$ cat config.mk
export PLATFORM = sky130hd
export DESIGN_NAME = fetch_pc_gen
export DESIGN_NICKNAME = d
export VERILOG_FILES = /design/src/rtl/fetch_pc_gen.sv
export SDC_FILE = /design/constraint.sdc
export NUM_CORES = 1
export LEC_CHECK = 0
export CAP_MARGIN = 10
export CORE_ASPECT_RATIO = 1.25
export CORE_UTILIZATION = 40
export DETAILED_ROUTE_END_ITERATION = 10
export PLACE_DENSITY = 0.76
export SLEW_MARGIN = 20
export SYNTH_ARGS = -nofsm -noshare
export SYNTH_HDL_FRONTEND = slang
export SYNTH_SLANG_ARGS = --single-unit
$ cat constraint.sdc
create_clock -name clk -period 3.8 [get_ports clk]
set_input_delay 0.57 -clock clk [delete_from_list [all_inputs] [get_ports clk]]
set_output_delay 0.57 -clock clk [all_outputs]
set_load 0.02 [all_outputs]
$ cat src/rtl/fetch_pc_gen.sv
// fetch_pc_gen: fetch PC register with redirect, prediction and held-request handling
module fetch_pc_gen #(
  parameter int ADDR_WIDTH = 32,
  parameter logic [ADDR_WIDTH-1:0] RESET_PC = 32'h1c000000
) (
  input  logic                  clk,
  input  logic                  rstn,
  input  logic [ADDR_WIDTH-1:0] pdPC,
  input  logic                  pdBranch,
  input  logic                  pdKnown,
  input  logic                  exVld,
  input  logic                  exWrong,
  input  logic [ADDR_WIDTH-1:0] exPCTar,
  input  logic                  icReady,
  input  logic                  fqFull,
  output logic [ADDR_WIDTH-1:0] ifPC,
  output logic                  ifVld,
  output logic                  ifKill
);
  typedef enum logic [1:0] {BOOT, FETCH, PEND} state_t;
  localparam logic [ADDR_WIDTH-4:0] PAIR_STEP = 1;
  state_t state_q, state_d;
  logic [ADDR_WIDTH-1:0] pc_q, pc_d, pend_q, pend_d, seq, tar, pd_tar;
  logic held_q, held_d, kill_q, kill_d, redirect, fire, pd_taken;
  always_ff @(posedge clk or negedge rstn) begin
    if (!rstn) begin
      state_q <= BOOT;
      pc_q    <= RESET_PC;
      pend_q  <= '0;
      held_q  <= 1'b0;
      kill_q  <= 1'b0;
    end else begin
      state_q <= state_d;
      pc_q    <= pc_d;
      pend_q  <= pend_d;
      held_q  <= held_d;
      kill_q  <= kill_d;
    end
  end
  always_comb begin
    ifVld  = (state_q != BOOT) & (~fqFull | held_q);
    ifPC   = pc_q;
    ifKill = kill_q;
  end
  // a redirect that lands on a held request is parked in pend until the cache accepts it
  always_comb begin
    redirect = exVld & exWrong;
    fire     = ifVld & icReady;
    pd_taken = pdKnown & pdBranch;
    seq      = {pc_q[ADDR_WIDTH-1:3] + PAIR_STEP, 3'b000};
    tar      = {exPCTar[ADDR_WIDTH-1:2], 2'b00};
    pd_tar   = {pdPC[ADDR_WIDTH-1:2], 2'b00};
    held_d   = ifVld & ~icReady;
    state_d  = state_q == BOOT ? FETCH
             : state_q == PEND ? (fire ? FETCH : PEND)
             : (redirect & held_q ? PEND : FETCH);
    pend_d   = redirect & (state_q == PEND | (state_q == FETCH & held_q)) ? tar : pend_q;
    kill_d   = state_q == BOOT ? redirect
             : state_q == PEND ? fire
             : redirect & ~held_q;
    pc_d     = state_q == BOOT ? (redirect ? tar : pc_q)
             : state_q == PEND ? (fire ? (redirect ? tar : pend_q) : pc_q)
             : redirect ? (held_q ? pc_q : tar)
             : fire ? (pd_taken ? pd_tar : seq) : pc_q;
  end
endmodule

==> results of run 1 <==
-- worst max-delay path: cells and delay by family (launching register included) --
kind	cells	cell delay, ns
flip-flops	1	0.88
AND/OR/NAND/NOR	2	0.57
buffers and inverters	1	0.60
-- worst paths after layout --
check / startpoint / to / slack [ns] / cells past startpoint
min in group clk: ifPC[2] / ifPC[2] / 0.48 / 2
max: state_q[0] / ifVld / 0.83 / 3
min reg2reg: ifPC[2] / ifPC[2] / 0.48 / 2
max reg2reg: state_q[0] / ifPC[10] / 1.03 / 6
max in group asynchronous: rstn / ifPC[26] / 2.77 / 2
min: rstn / ifPC[29] / 0.24 / 1
-- registers in the layout, summed over array words and instances (netlist names) --
name and count:
pend_q 30, ifKill 1, state_q 2, held_q 1, ifPC 30
-- metal layers --
layer	vias up	global-route usage [%]	routed length [um]
met5	-	0	0
met4	0	16.7	639
met3	63	4.53	840
met2	226	43.0	6430
met1	1988	32.2	5250
li1	1859	-	-
-- metrics by stage --
step                std cells  setup WS (ns)  power (uW)
CTS                       661          0.890        2740
detailed placement        645          0.774        1930
global placement          645          0.844        1890
finish                    661          0.833        2740
floorplan                 442           1.81        1520
global route              661          0.742        2860
-- kinds of logic after synthesis --
logic type	share of synthesized area, %
flip-flops	40.3
XOR/XNOR	0.439
multiplexers	8.72
AND/OR/NAND/NOR	20.5
adder cells (fa/ha/maj)	0.314
buffers and inverters	4.39
AO/OA/AOI/OAI	25.3
other	0.0940
-- area by class of cell --
| class | instances | area share, % |
|---|---|---|
| multi-input cells | 338 | 41.3 |
| flip-flops and latches | 64 | 29.9 |
| repair buffers | 110 | 20.2 |
| clock buffers | 12 | 4.40 |
| well taps | 126 | 2.94 |
| clock inverters | 4 | 0.839 |
| inverters | 7 | 0.489 |
-- power by group --
group          total (uW)  internal [uW]  switching [uW]
Clock                 810            505             305
Sequential           1080            869             210
Combinational         855            435             420
-- Yosys cell counts (3+ instances only) --
master / instances / area [um2]
buf_2: 8 / 40.0
o21ai_1: 7 / 35.0
nor3_1: 3 / 15.0
a2bb2oi_1: 3 / 26.3
nand3_1: 15 / 75.1
a31oi_1: 14 / 87.6
a211oi_1: 5 / 37.5
and2_1: 7 / 43.8
a32o_1: 3 / 30.0
nor2b_1: 3 / 18.8
a221oi_1: 8 / 70.1
o22a_1: 4 / 35.0
clkbuf_1: 18 / 67.6
dfrtp_1: 61 / 1530
a32oi_1: 5 / 43.8
inv_1: 7 / 26.3
nor2_1: 36 / 135
o2111ai_1: 3 / 26.3
dfstp_2: 3 / 78.8
nor4_1: 4 / 25.0
mux2_2: 30 / 338
o22ai_1: 3 / 18.8
a22o_1: 3 / 26.3
buf_1: 4 / 15.0
o2bb2ai_1: 4 / 35.0
o211ai_1: 3 / 22.5
and4_1: 4 / 35.0
nand2_1: 42 / 158
o21a_1: 4 / 30.0
and3_1: 6 / 37.5
o221ai_1: 5 / 43.8
nand4_1: 9 / 56.3
o21ai_0: 29 / 145
a21oi_1: 31 / 155
==> impl_results.md, run 1 <==
* Status: completed
* Kind of critical path: register to primary output
* RSZ-0062 raised after global routing: no
* Vias in the first global route at 4152
* Antenna violations before repair at 0
* Fmax at 337 MHz
* CP Launch Type: register
* CTS tree: built
* DR vias/cell at 6.26
* Num Clock Sinks at 64
* PD cells at 511 nW/um2
* Finished Core Util at 55.6%
* Worst setup EP type: primary output
* Final nets at 603
* Final Instance Area at 5370 um2
* Die Width at 91.3 um
* Multi-input gate area at 2220 um2
* Post-DP HPWL at 9.07 mm
* Detailed Routing Iterations Pass 1 at 5
* Die height at 114 um
* Core area at 9660 um2
* Most frequent cells in the layout: clkdlybuf4s50_1 (98), dfrtp_1 (61), nand2_1 (42)
* Syn avg cell area at 9.04 um2
* Post-CTS Setup Inserts at 0
* Hold WS at 0.239 ns
* Final number of hold-violating endpoints at 0
* Area growth syn-to-layout at 34.7%
* CTS root buffer: clkbuf_16
* Placed Area at 5090 um2
* Data required, critical path at 3.23 ns
* Actual slew at the worst max-slew pin at 0.958 ns
* Crit-path max FO at 23
* Die Footprint at 10400 um2
* CTS resizes at 0
* Final Skew at 0.00652 ns
* CP max stage delay at 0.88 ns
* CTS Buf Count at 9
* Ratio of cells with drive above 1 in the final layout at 12.9%
* Slowest cell on the critical path: dfrtp_1
* Sequential fraction of the synthesis area at 40.3%
* GRT overflow at 0
* Clock latency on the worst-skew pair at 0.34 ns
* Synthesized flop and latch total at 64
* Mapped Area at 3990 um2
* Routed WL at 13.2 mm
* Hold crit path type: primary input to async pin
* Number of fill cells at 863
* First-pass GRT wire length at 21.1 mm
* DRC violations left at 0
* Initial Util at 41.3%
* Minimum clock period at 2.97 ns
* Max-slew headroom at 36.1%
* N_diodes at 0
* Synth cell types at 66
* P_leak at 0.00210 uW
* Worst-case vdd ir drop at 237 uV
* Crit path cell chain: or2_1 -> and2_1 -> clkdlybuf4s50_1
* WL/cell at 19.9 um
* Io pins at 106
* Number of buffers added on ports at 99
* Setup Total Neg Slack at 0 ns
* Max-cap violations at 0
* H-tree levels at 3
* Storage element area at 1610 um2
* Largest net degree at the start of global routing at 48
* Async SR Flop Fraction at 100%
* Clk buf depth at 2
* Final ANT Viol Nets at 0
* Fin. max-slew vios at 0
* DR iter-0 viols at 355
* Row count at 40
* RePlAce Congestion at 0.870
* Fin crit share at 78.1%
* Gr usage total at 26.3%
* Arr. time, crit path at 2.40 ns
* Hold Buf Count CTS at 0
* Setup Viol. Count Final at 0
* Commonest non-fill, non-tap cell in the layout: clkdlybuf4s50_1
* Detailed-route via count at 4136
* Mapped Cells at 441
* Number of synthesized flops with an enable pin at 0
* Synth warn at 0
* Predominant post-synthesis flop cell: dfrtp_1
* Reg clk slew, reported paths at 0.06 ns
Power figures use the tool's default switching activity.
==> inputs of run 2 (changes only) <==
==> constraint.sdc (replaced) <==
create_clock -name clk -period 2.83 [get_ports clk]
set_input_delay 0.4245 -clock clk [delete_from_list [all_inputs] [get_ports clk]]
set_output_delay 0.4245 -clock clk [all_outputs]
set_load 0.02 [all_outputs]
==> impl_results.md, run 2 (synthesis results as in run 1) <==
* Final Skew at 0.00791 ns
* DR iter-0 viols at 386
* Commonest non-fill, non-tap cell in the layout: clkdlybuf4s50_1
* Routed WL at 12.8 mm
* CTS resizes at 0
* Status: completed
* Number of fill cells at 828
* Fin. max-slew vios at 0
* DP Cell Count at 657
* RSZ-0062 raised after global routing: no
* Placed Area at 5190 um2
* Data required, critical path at 2.41 ns
* DR vias/cell at 6.17
* Actual slew at the worst max-slew pin at 0.673 ns
* Crit path cell chain: or2_1 -> and2_1 -> clkdlybuf4s50_1
* Crit-path max FO at 15
* DRC violations left at 0
* Hold crit path type: primary input to async pin
* First-pass GRT wire length at 20.9 mm
* Max-cap violations at 0
* N_diodes at 0
* Multi-input gate area at 2220 um2
* Largest net degree at the start of global routing at 34
* Number of buffers added on ports at 99
* Max-slew headroom at 55.1%
* Final number of hold-violating endpoints at 0
* Vias in the first global route at 4135
* Layout Cells excl Fill at 673
* Kind of critical path: register to primary output
* Antenna violations before repair at 0
* Arr. time, crit path at 2.10 ns
* PD cells at 666 nW/um2
* CTS Buf Count at 9
* Post-CTS Setup Inserts at 0
* P_leak at 0.00216 uW
* Fmax at 396 MHz
* Gr usage total at 26.0%
* CTS root buffer: clkbuf_16
* Worst setup EP type: primary output
* Die Footprint at 10400 um2
* Die Width at 91.3 um
* Final nets at 615
* Core area at 9660 um2
* Io pins at 106
* Minimum clock period at 2.52 ns
* CP max stage delay at 0.64 ns
* Setup Viol. Count Final at 0
* WL/cell at 19.0 um
* Area growth syn-to-layout at 37.0%
* Slowest cell on the critical path: dfrtp_1
* Detailed Routing Iterations Pass 1 at 5
* Hold Buf Count CTS at 0
* Most frequent cells in the layout: clkdlybuf4s50_1 (98), dfrtp_1 (61), nand2_1 (42)
* Final ANT Viol Nets at 0
* RePlAce Congestion at 0.920
* Fin crit share at 89.2%
* H-tree levels at 3
* Final Instance Area at 5460 um2
* Final Power at 3640 uW
* Worst-case vdd ir drop at 385 uV
* Detailed-route via count at 4153
* Ratio of cells with drive above 1 in the final layout at 14.6%
* Num Clock Sinks at 64
* Storage element area at 1610 um2
* CP Launch Type: register
* Clk buf depth at 2
* GRT overflow at 0
* CTS tree: built
* Clock latency on the worst-skew pair at 0.34 ns
* Reg clk slew, reported paths at 0.05 ns
* Initial Util at 41.3%
* Row count at 40
* Die height at 114 um
* Post-DP HPWL at 9.11 mm
* Setup Total Neg Slack at 0 ns
run 2: final timing paths:
path | startpoint | end | slack [ns] | cells after the start
max | state_q[1] | ifVld | 0.31 | 3
min | rstn | pend_q[2] | 0.13 | 2
max reg2reg | state_q[1] | ifPC[30] | 0.48 | 6
min reg2reg | ifPC[2] | ifPC[2] | 0.49 | 2
max in group asynchronous | rstn | ifPC[26] | 2.35 | 2
min in group clk | ifPC[2] | ifPC[2] | 0.49 | 2
run 2: cell type report:
class	count	share of cell area, %
Tap cell	126	2.89
Clock buffer	15	4.90
Multi-Input combinational cell	338	40.6
Inverter	7	0.481
Clock inverter	1	0.0916
Timing Repair Buffer	122	21.7
Sequential cell	64	29.4
run 2: power by group:
part | leakage (uW) | internal, uW | total (uW) | switching (uW)
clock network | 0.000134 | 640 | 1030 | 393
logic | 0.00127 | 601 | 1170 | 568
registers | 0.000754 | 1170 | 1440 | 272
run 2: critical path, delay by kind of cell, from the launching register on:
family / cells / cell delay [ns]
flip-flops: 1 / 0.64
buffers and inverters: 1 / 0.60
AND/OR/NAND/NOR: 2 / 0.52
run 2: per-stage QoR:
stage / utilization [%] / hold WS, ns / setup WS (ns)
3_5_place_dp: 53.7 / 0.479 / 0.327
6_report: 56.6 / 0.134 / 0.306
4_1_cts: 56.6 / 0.146 / 0.316
5_1_grt: 56.6 / 0.179 / 0.181
2_1_floorplan: - / 0.129 / 0.836
3_3_place_gp: 53.7 / 0.470 / 0.377
run 2: layer usage:
layer / GRT usage, % / share of wire (%) / vias to the layer above
met1: 31.4 / 40 / 1997
met3: 3.80 / 7.2 / 42
met4: 17.2 / 4.1 / 0
met5: 0 / 0 / -
li1: - / - / 1883
met2: 43.3 / 49 / 231
==> inputs of run 3 (changes only) <==
--- a/config.mk
+++ b/config.mk
@@ -9,6 +9,7 @@
 export CORE_ASPECT_RATIO = 1.25
 export CORE_UTILIZATION = 40
 export DETAILED_ROUTE_END_ITERATION = 10
+export MAX_ROUTING_LAYER = met4
 export PLACE_DENSITY = 0.76
 export SLEW_MARGIN = 20
 export SYNTH_ARGS = -nofsm -noshare
==> impl_results.md, run 3 (synthesis results as in run 1) <==
* Status: completed
* P_leak at 0.00220 uW
* Arr. time, crit path at 2.11 ns
* Setup Viol. Count Final at 0
* GRT overflow at 0
* Commonest non-fill, non-tap cell in the layout: clkdlybuf4s50_1
* Io pins at 106
* PD cells at 706 nW/um2
* Ratio of cells with drive above 1 in the final layout at 15.7%
* Gr usage total at 26.7%
* Detailed Routing Iterations Pass 1 at 7
* Post-CTS Setup Inserts at 0
* Setup Total Neg Slack at 0 ns
* CP Launch Type: register
* Data required, critical path at 2.41 ns
* Fmax at 395 MHz
* Num Clock Sinks at 64
* Post-DP HPWL at 9.32 mm
* Antenna violations before repair at 0
* Final number of hold-violating endpoints at 0
* Hold Buf Count CTS at 0
* Row count at 40
* Die height at 114 um
* Placed Area at 5200 um2
* First-pass GRT wire length at 21.0 mm
* Actual slew at the worst max-slew pin at 0.647 ns
* Worst setup EP type: primary output
* Die Footprint at 10400 um2
* Kind of critical path: register to primary output
* H-tree levels at 3
* RSZ-0062 raised after global routing: no
* DRC violations left at 0
* Largest net degree at the start of global routing at 34
* Number of fill cells at 824
* Storage element area at 1610 um2
* Final Instance Area at 5560 um2
* DR vias/cell at 6.12
* Clock latency on the worst-skew pair at 0.33 ns
* Multi-input gate area at 2220 um2
* Fin crit share at 89.5%
* Reg clk slew, reported paths at 0.06 ns
* CTS tree: built
* Final ANT Viol Nets at 0
* Area growth syn-to-layout at 39.4%
* Final nets at 617
* CTS resizes at 0
* Max-slew headroom at 56.8%
* Final Skew at 0.00684 ns
* Initial Util at 41.3%
* CTS Buf Count at 9
* Crit-path max FO at 15
* N_diodes at 0
* Core area at 9660 um2
* Fin. max-slew vios at 0
* Number of buffers added on ports at 99
* RePlAce Congestion at 0.908
* Vias in the first global route at 4167
* Max-cap violations at 0
* Most frequent cells in the layout: clkdlybuf4s50_1 (98), dfrtp_1 (61), nand2_1 (42)
* DR iter-0 viols at 403
* Routed WL at 12.8 mm
* Hold crit path type: primary input to async pin
* Hold WS at 0.0131 ns
* Detailed-route via count at 4129
* Crit. Startpoint: state_q[1]
* Worst-case vdd ir drop at 319 uV
* Minimum clock period at 2.53 ns
* Worst reg2reg path startpoint: state_q[1]
* Die Width at 91.3 um
* CTS root buffer: clkbuf_16
* WL/cell at 19.0 um
* Clk buf depth at 2
-- run 3: cell types whose count changed in the layout (fill, tap and decap cells not counted) --
| cell | change |
|---|---|
| clkinvlp_4 | +1 |
| buf_4 | +2 |
| clkbuf_1 | -4 |
| bufinv_16 | +3 |
-- run 3: power breakdown --
group	internal, uW	switching (uW)
sequential	1170	270
combinational	603	570
clock	907	409
total	2680	1250
-- run 3: cell type report --
cell class	count	area share, %
clock inverter	5	1.85
tap	126	2.84
multi-input combinational	338	39.9
inverter	7	0.473
sequential	64	28.9
timing repair buffer	124	21.6
clock buffer	11	4.55
-- run 3: worst paths after layout --
path                              end  slack (ns)  depth (start not counted)
min reg2reg                   ifPC[2]        0.49                          2
min in group clk              ifPC[2]        0.49                          2
max in group asynchronous    ifPC[26]        2.16                          2
max reg2reg                  ifPC[30]        0.50                          6
max                             ifVld        0.30                          3
min                        pend_q[31]        0.01                          1
-- run 3: layer usage --
layer  GRT usage [%]  wire length, um  vias to the layer above
li1                -                -                     1887
met4            13.3              382                        0
met3            4.27              904                       38
met5               -                0                        -
met2            42.7             6350                      205
met1            33.0             5210                     1999
-- run 3: stage by stage --
| step | setup WS, ns | total power, uW | util, % | instances |
|---|---|---|---|---|
| floorplan | 0.836 | 2050 | - | 442 |
| global placement | 0.353 | 2560 | 53.9 | 659 |
| detailed placement | 0.316 | 2610 | 53.9 | 659 |
| CTS | 0.322 | 3920 | 57.6 | 675 |
| global route | 0.216 | 4110 | 57.6 | 675 |
| finish | 0.297 | 3930 | 57.6 | 675 |
-- run 3: worst max-delay path: stages, from the launching register on --
cell	delay [ns]
dfrtp_1	0.63
or2_1	0.34
and2_1	0.20
clkdlybuf4s50_1	0.61
